### config.mk
export PLATFORM = sky130hd
export DESIGN_NAME = lsu_bank_arbiter_flat
export DESIGN_NICKNAME = d
export VERILOG_FILES = /design/src/rtl/lsu_bank_arbiter_if.sv /design/src/rtl/lsu_bank_arbiter.sv /design/src/flat_wrapper.sv
export SDC_FILE = /design/constraint.sdc
export NUM_CORES = 1
export LEC_CHECK = 0
export CAP_MARGIN = 10
export CORE_AREA = 2 2 116 118
export DETAILED_ROUTE_END_ITERATION = 12
export DIE_AREA = 0 0 118 120
export SKIP_CTS_REPAIR_TIMING = 1
export SLEW_MARGIN = 20
export SYNTH_ARGS = -nofsm -noshare
export SYNTH_HDL_FRONTEND = slang
export SYNTH_SLANG_ARGS = --single-unit
### constraint.sdc
create_clock -name clk -period 4.8 [get_ports clk]
set_clock_uncertainty 0.2 [all_clocks]
set_input_delay 0.96 -clock clk [delete_from_list [all_inputs] [get_ports clk]]
set_output_delay 0.96 -clock clk [all_outputs]
set_load 0.02 [all_outputs]
### src/rtl/lsu_bank_arbiter_if.sv
// lsu_bank_arbiter_if -- bundle between four LSUs, the bank arbiter and one
// SRAM bank.
//   req_*  : per-LSU request lanes, packed lane i at [i*W +: W]
//   rsp_*  : one-hot load-data strobe plus shared load data
//   mem_*  : single-port bank access; mem_rdata valid one cycle after a read
// modport slave  : the arbiter
// modport master : its environment (the LSUs and the SRAM bank together)
interface lsu_bank_arbiter_if #(
  parameter int ADDR_W = 10,
  parameter int DATA_W = 32
);
  logic [3:0]          req_valid;
  logic [3:0]          req_we;
  logic [3:0]          req_lock;
  logic [4*ADDR_W-1:0] req_addr;
  logic [4*DATA_W-1:0] req_wdata;
  logic [3:0]          req_ready;
  logic [3:0]          rsp_valid;
  logic [DATA_W-1:0]   rsp_rdata;
  logic                mem_en;
  logic                mem_we;
  logic [ADDR_W-1:0]   mem_addr;
  logic [DATA_W-1:0]   mem_wdata;
  logic [DATA_W-1:0]   mem_rdata;

  modport slave (
    input  req_valid, req_we, req_lock, req_addr, req_wdata, mem_rdata,
    output req_ready, rsp_valid, rsp_rdata, mem_en, mem_we, mem_addr, mem_wdata
  );

  modport master (
    output req_valid, req_we, req_lock, req_addr, req_wdata, mem_rdata,
    input  req_ready, rsp_valid, rsp_rdata, mem_en, mem_we, mem_addr, mem_wdata
  );
endinterface

### src/rtl/lsu_bank_arbiter.sv
// lsu_bank_arbiter -- zero-wait round-robin arbiter of four LSUs onto one
// SRAM bank, with burst locking and a one-deep load response pipe.
// Ports:
//   clk  : clock, rising edge
//   rst  : asynchronous active-high reset
//   bus  : lsu_bank_arbiter_if.slave (requests, grants, responses, bank port)
// Grant and bank outputs are combinational from state and requests; the
// response strobe is registered one cycle behind a load grant.
module lsu_bank_arbiter #(
  parameter int ADDR_W    = 10,
  parameter int DATA_W    = 32,
  parameter int MAX_BURST = 4
) (
  input  logic                clk,
  input  logic                rst,
  lsu_bank_arbiter_if.slave   bus
);
  localparam int NUM_LANES = 4;

  typedef enum logic {ARB, BURST} state_e;

  state_e         state_q, state_d;
  logic [1:0]     ptr_q, ptr_d;
  logic [1:0]     owner_q, owner_d;
  logic [3:0]     cnt_q, cnt_d;
  logic [NUM_LANES-1:0] rsp_gnt_q, rsp_gnt_d;
  logic           rd_q, rd_d;

  logic [NUM_LANES-1:0] gnt;
  logic [1:0]     gnt_idx;
  logic [1:0]     idx;
  logic           found;

  logic [ADDR_W-1:0] mem_addr;
  logic [DATA_W-1:0] mem_wdata;

  // Grant selection: rotating search from ptr in ARB, owner-only in BURST.
  always_comb begin
    gnt     = '0;
    gnt_idx = ptr_q;
    idx     = '0;
    found   = 1'b0;
    if (state_q == ARB) begin
      for (int k = 0; k < NUM_LANES; k++) begin
        idx = ptr_q + 2'(k);
        if (!found && bus.req_valid[idx]) begin
          found   = 1'b1;
          gnt_idx = idx;
        end
      end
    end else begin
      gnt_idx = owner_q;
      found   = bus.req_valid[owner_q];
    end
    if (found) gnt[gnt_idx] = 1'b1;
    // Outputs stay quiet while reset is held, regardless of clk.
    if (rst) gnt = '0;
  end

  // Bank mux: grant is one-hot, so an AND-OR over lanes selects the winner
  // and yields zero when nothing is granted.
  always_comb begin
    mem_addr  = '0;
    mem_wdata = '0;
    for (int i = 0; i < NUM_LANES; i++) begin
      if (gnt[i]) begin
        mem_addr  = mem_addr  | bus.req_addr [i*ADDR_W +: ADDR_W];
        mem_wdata = mem_wdata | bus.req_wdata[i*DATA_W +: DATA_W];
      end
    end
  end

  assign bus.req_ready = gnt;
  assign bus.mem_en    = |gnt;
  assign bus.mem_we    = |(gnt & bus.req_we);
  assign bus.mem_addr  = mem_addr;
  assign bus.mem_wdata = mem_wdata;

  // Load response follows the grant by exactly one cycle; data is masked so
  // the shared bus reads zero when no strobe is up.
  assign bus.rsp_valid = rd_q ? rsp_gnt_q     : '0;
  assign bus.rsp_rdata = rd_q ? bus.mem_rdata : '0;

  // Next-state for the ARB/BURST controller.
  always_comb begin
    state_d   = state_q;
    ptr_d     = ptr_q;
    owner_d   = owner_q;
    cnt_d     = cnt_q;
    rsp_gnt_d = gnt;
    rd_d      = (|gnt) && !(|(gnt & bus.req_we));
    case (state_q)
      ARB: begin
        if (|gnt) begin
          ptr_d = gnt_idx + 2'd1;
          if (bus.req_lock[gnt_idx] && (MAX_BURST > 1)) begin
            state_d = BURST;
            owner_d = gnt_idx;
            cnt_d   = 4'd1;
          end
        end
      end
      BURST: begin
        if (gnt == '0) begin
          // Owner went idle: give up this cycle, re-arbitrate next cycle.
          state_d = ARB;
          ptr_d   = owner_q + 2'd1;
        end else begin
          cnt_d = cnt_q + 4'd1;
          // A grant with lock dropped is still honoured as the final beat.
          if (!bus.req_lock[owner_q] || (cnt_d == 4'(MAX_BURST))) begin
            state_d = ARB;
            ptr_d   = owner_q + 2'd1;
          end
        end
      end
      default: state_d = ARB;
    endcase
  end

  always_ff @(posedge clk or posedge rst) begin
    if (rst) begin
      state_q   <= ARB;
      ptr_q     <= '0;
      owner_q   <= '0;
      cnt_q     <= '0;
      rsp_gnt_q <= '0;
      rd_q      <= 1'b0;
    end else begin
      state_q   <= state_d;
      ptr_q     <= ptr_d;
      owner_q   <= owner_d;
      cnt_q     <= cnt_d;
      rsp_gnt_q <= rsp_gnt_d;
      rd_q      <= rd_d;
    end
  end
endmodule

### src/flat_wrapper.sv
// flat-port wrapper written by rule: the top's interface ports become plain ports
module lsu_bank_arbiter_flat 
#(
  parameter int ADDR_W    = 10,
  parameter int DATA_W    = 32,
  parameter int MAX_BURST = 4
)
  (clk, rst, bus_req_valid, bus_req_we, bus_req_lock, bus_req_addr, bus_req_wdata, bus_mem_rdata, bus_req_ready, bus_rsp_valid, bus_rsp_rdata, bus_mem_en, bus_mem_we, bus_mem_addr, bus_mem_wdata);
  lsu_bank_arbiter_if #(.ADDR_W(ADDR_W), .DATA_W(DATA_W)) bus_i ();
  input  logic clk;
  input  logic rst;
  input wire logic [$bits(bus_i.req_valid)-1:0] bus_req_valid;
  input wire logic [$bits(bus_i.req_we)-1:0] bus_req_we;
  input wire logic [$bits(bus_i.req_lock)-1:0] bus_req_lock;
  input wire logic [$bits(bus_i.req_addr)-1:0] bus_req_addr;
  input wire logic [$bits(bus_i.req_wdata)-1:0] bus_req_wdata;
  input wire logic [$bits(bus_i.mem_rdata)-1:0] bus_mem_rdata;
  output wire logic [$bits(bus_i.req_ready)-1:0] bus_req_ready;
  output wire logic [$bits(bus_i.rsp_valid)-1:0] bus_rsp_valid;
  output wire logic [$bits(bus_i.rsp_rdata)-1:0] bus_rsp_rdata;
  output wire logic [$bits(bus_i.mem_en)-1:0] bus_mem_en;
  output wire logic [$bits(bus_i.mem_we)-1:0] bus_mem_we;
  output wire logic [$bits(bus_i.mem_addr)-1:0] bus_mem_addr;
  output wire logic [$bits(bus_i.mem_wdata)-1:0] bus_mem_wdata;
  assign bus_i.req_valid = bus_req_valid;
  assign bus_i.req_we = bus_req_we;
  assign bus_i.req_lock = bus_req_lock;
  assign bus_i.req_addr = bus_req_addr;
  assign bus_i.req_wdata = bus_req_wdata;
  assign bus_i.mem_rdata = bus_mem_rdata;
  assign bus_req_ready = bus_i.req_ready;
  assign bus_rsp_valid = bus_i.rsp_valid;
  assign bus_rsp_rdata = bus_i.rsp_rdata;
  assign bus_mem_en = bus_i.mem_en;
  assign bus_mem_we = bus_i.mem_we;
  assign bus_mem_addr = bus_i.mem_addr;
  assign bus_mem_wdata = bus_i.mem_wdata;
  lsu_bank_arbiter #(.ADDR_W(ADDR_W), .DATA_W(DATA_W), .MAX_BURST(MAX_BURST)) u_core (.clk(clk), .rst(rst), .bus(bus_i));
endmodule
==> qor.csv <==
metric,value,unit
outcome,"complete, no violations",
Ys Warns,0,
global route overflow,0,
CP peak stage delay,0.57,ns
Worst Max-Slew Pin Slew,0.725,ns
Hold Path Depth,1,
cells after synthesis,304,
unrepaired setup endpoints after global routing,true,
R2R setup slack,1.62,ns
peak supply drop,0.000262,V
cell taking the most area after synthesis,a22oi_1,
Internal,0.00165,W
Power Dens Cells,551,nW/um^2
die height,120,microns
critical path's slowest cell,clkdlybuf4s50_1,
# DRC,0,
mean routed wirelength per cell,17.8,microns
placed inst area,5640,sq um
GRT Overall Usage,0.187,
worst setup margin,0.148,ns
crit path DAT,3.49,ns
clk buf depth,2,
"wirelength, routed",14000,microns
via count,3715,
Final HPWL DP,11700,microns
root buffer cell,clkbuf_16,
first-pass GRT wire length,21100,microns
fmax,215,MHz
layout cells sized above 1,0.112,
CTS Buf Count,3,
full die area,14200,sq um
dpl cells,779,
Rows,42,
r2r startpoint,u_core.ptr_q[1]$_DFFE_PP0P_,
"most common cell after layout, fill and taps aside",clkdlybuf4s50_1,
Finish-stage setup viols,0,
Tmin final,4.65,ns
asr flop ratio synth,1.00,
post-synthesis sequential area ratio,0.158,
top-area cell type share of the netlist area,0.292,
initial DRC count,174,
cell area after layout,5770,sq um
critical path type,in -> out,
GRT busiest layer,met2,
IO Pins,298,
Post-Syn Area,2210,sq um
IO buf count,297,
Slew Limit Headroom,0.517,
worst r2r dst,u_core.owner_q[0]$_DFFE_PP0P_,
worst path cell trace,clkdlybuf4s50_1 > buf_4 > nor3_1 > a211o_1 > o221a_2 > inv_1 > ha_2 > buf_4 > a22oi_1 > a21oi_1 > dlymetal6s2s_1,
initial antenna violation count,0,
worst hold path class,reg -> reg,
Worst Path Buf+Inv,5,
initial core utilization,0.171,
FF-to-FF path depth,11,
sink of the worst hold path,u_core.cnt_q[2]$_DFFE_PP0P_,
first-pass detailed-route iteration total,5,
final cell count without fillers,783,
"flops & latches, synth",14,
Die X,118,microns
Worst path most repeated cell,buf_4,
Layout Utilization,0.445,
"CTS clk-pin slew, worst paths",0.05,ns
"Req. time, crit path",3.64,ns
CTS tree,yes,
Cell variety after synth,39,
Crit path max-delay family,buffers and inverters,
Final Cycle Share,0.969,
area grow syn2layout,161,%
sequential power share,0.082,
vias in the first global route,3866,
Fin. Hold Viols,0,
GR met1 Demand/Resource,0.217,
Post-synth EDFFs,0,
Final Wtd Congestion,0.916,
dpl ws,-0.213,ns
CORE AREA,13000,sq um
Post-synth top flop,dfrtp_1,
post-route ant nets,0,
worst-path fanout max,16,
clock power share,0.055,
Worst-Skew Late Latency,0.24,ns
"commonest cells after routing, fill and taps aside","249 x clkdlybuf4s50_1, 86 x a22oi_1, 47 x a21oi_1",
# diodes,0,
CP Capture Type,output port,
combinational share of power,0.863,
NetSw,0.00154,W
Syn Area/Cell,7.28,sq um
Final Slew Violations,0,
P_leak,2.73,nW
total clock sinks,14,
Net Sw Frac,0.482,
met3 Usage GRT,0.0490,
met2 global-route usage,0.352,
fin nets,828,
crit path launch type,primary input,
Hold Startpoint,u_core.cnt_q[2]$_DFFE_PP0P_,
via/cell ratio,4.74,
H-tree levels,1,
Total Power,0.00318,W
"top cells by area, synth","a22oi_1 29%, dfrtp_1 16%, a21oi_1 11%",
Max-cap violations,0,
largest net degree at the start of global routing,37,
Synthesized Nets,524,
-- cell usage after synthesis, types with 2 or more instances --
master	instances
nor2_1	11
a22o_1	3
nand2_1	4
ha_1	6
nand2b_1	4
and2_1	36
mux2_2	3
nor4_1	2
clkbuf_1	30
nor2b_1	4
nand3_1	3
inv_1	12
nor3_1	2
buf_4	3
mux4_2	3
buf_2	2
o21ai_0	7
mux2i_1	4
dfrtp_1	14
a21oi_1	47
a22oi_1	86
-- through the flow --
stage	setup TNS [ns]	hold slack [ns]
after global routing	-0.220	0.366
after floorplan	0	0.301
after detailed placement	-6.81	0.331
final	0	0.350
after global placement	-3.57	0.322
after CTS	-7.28	0.348
-- cell families after synthesis --
group,after synthesis,share of synthesized area
xor gates and xnor gates,1,0.00396
muxes,11,0.0706
and+or+nand+nor,73,0.189
adders and majority gates,6,0.0339
DFF,14,0.158
buffers and inverters,48,0.0876
AOI/OAI and AO/OA,151,0.457
-- layer usage --
metal	share of wire	up-vias
met5	0	-
li1	-	1762
met4	0.014	0
met1	0.37	1719
met2	0.52	222
met3	0.093	12
-- worst register-to-register path, delay by kind of cell, from the launching register on --
kind	cells	cell delay (ns)
buffers and inverters	3	0.44
AND/OR/NAND/NOR	4	0.90
adder cells (fa/ha/maj)	1	0.21
AO/OA/AOI/OAI	3	0.80
flip-flops	1	0.52
-- sequential cells by signal, indices dropped and copies added, names as in the netlist --
register	cells
u_core.ptr_q	2
u_core.rd_q	1
u_core.state_q	1
u_core.rsp_gnt_q	4
u_core.cnt_q	4
u_core.owner_q	2
-- power groups by stage --
stage          sequential (W)  combinational (W)  clock, W
2_1_floorplan        0.000196            0.00149         0
3_3_place_gp         0.000259            0.00282         0
3_5_place_dp         0.000264            0.00284         0
4_1_cts              0.000262            0.00285  0.000182
5_1_grt              0.000278            0.00295  0.000188
6_report             0.000261            0.00275  0.000176
-- layout make-up --
class | instances | area, sq um
multi-input cells | 242 | 1690
clock buffers | 4 | 88.8
well taps | 176 | 220
flip-flops and latches | 14 | 350
inverters | 13 | 48.8
fillers | 1282 | 7210
repair buffers | 334 | 3380
-- how the worst max path moves through the flow --
stage	cells past startpoint	from	endpoint
2_1_floorplan	12	bus_req_valid[0]	bus_mem_wdata[22]
3_3_place_gp	12	bus_req_valid[2]	bus_mem_wdata[31]
3_5_place_dp	13	bus_req_valid[2]	bus_mem_addr[0]
4_1_cts	13	bus_req_valid[2]	bus_mem_addr[0]
5_1_grt	13	bus_req_valid[2]	bus_mem_wdata[0]
6_report	11	bus_req_valid[2]	bus_mem_wdata[0]
Power figures use the tool's default switching activity.
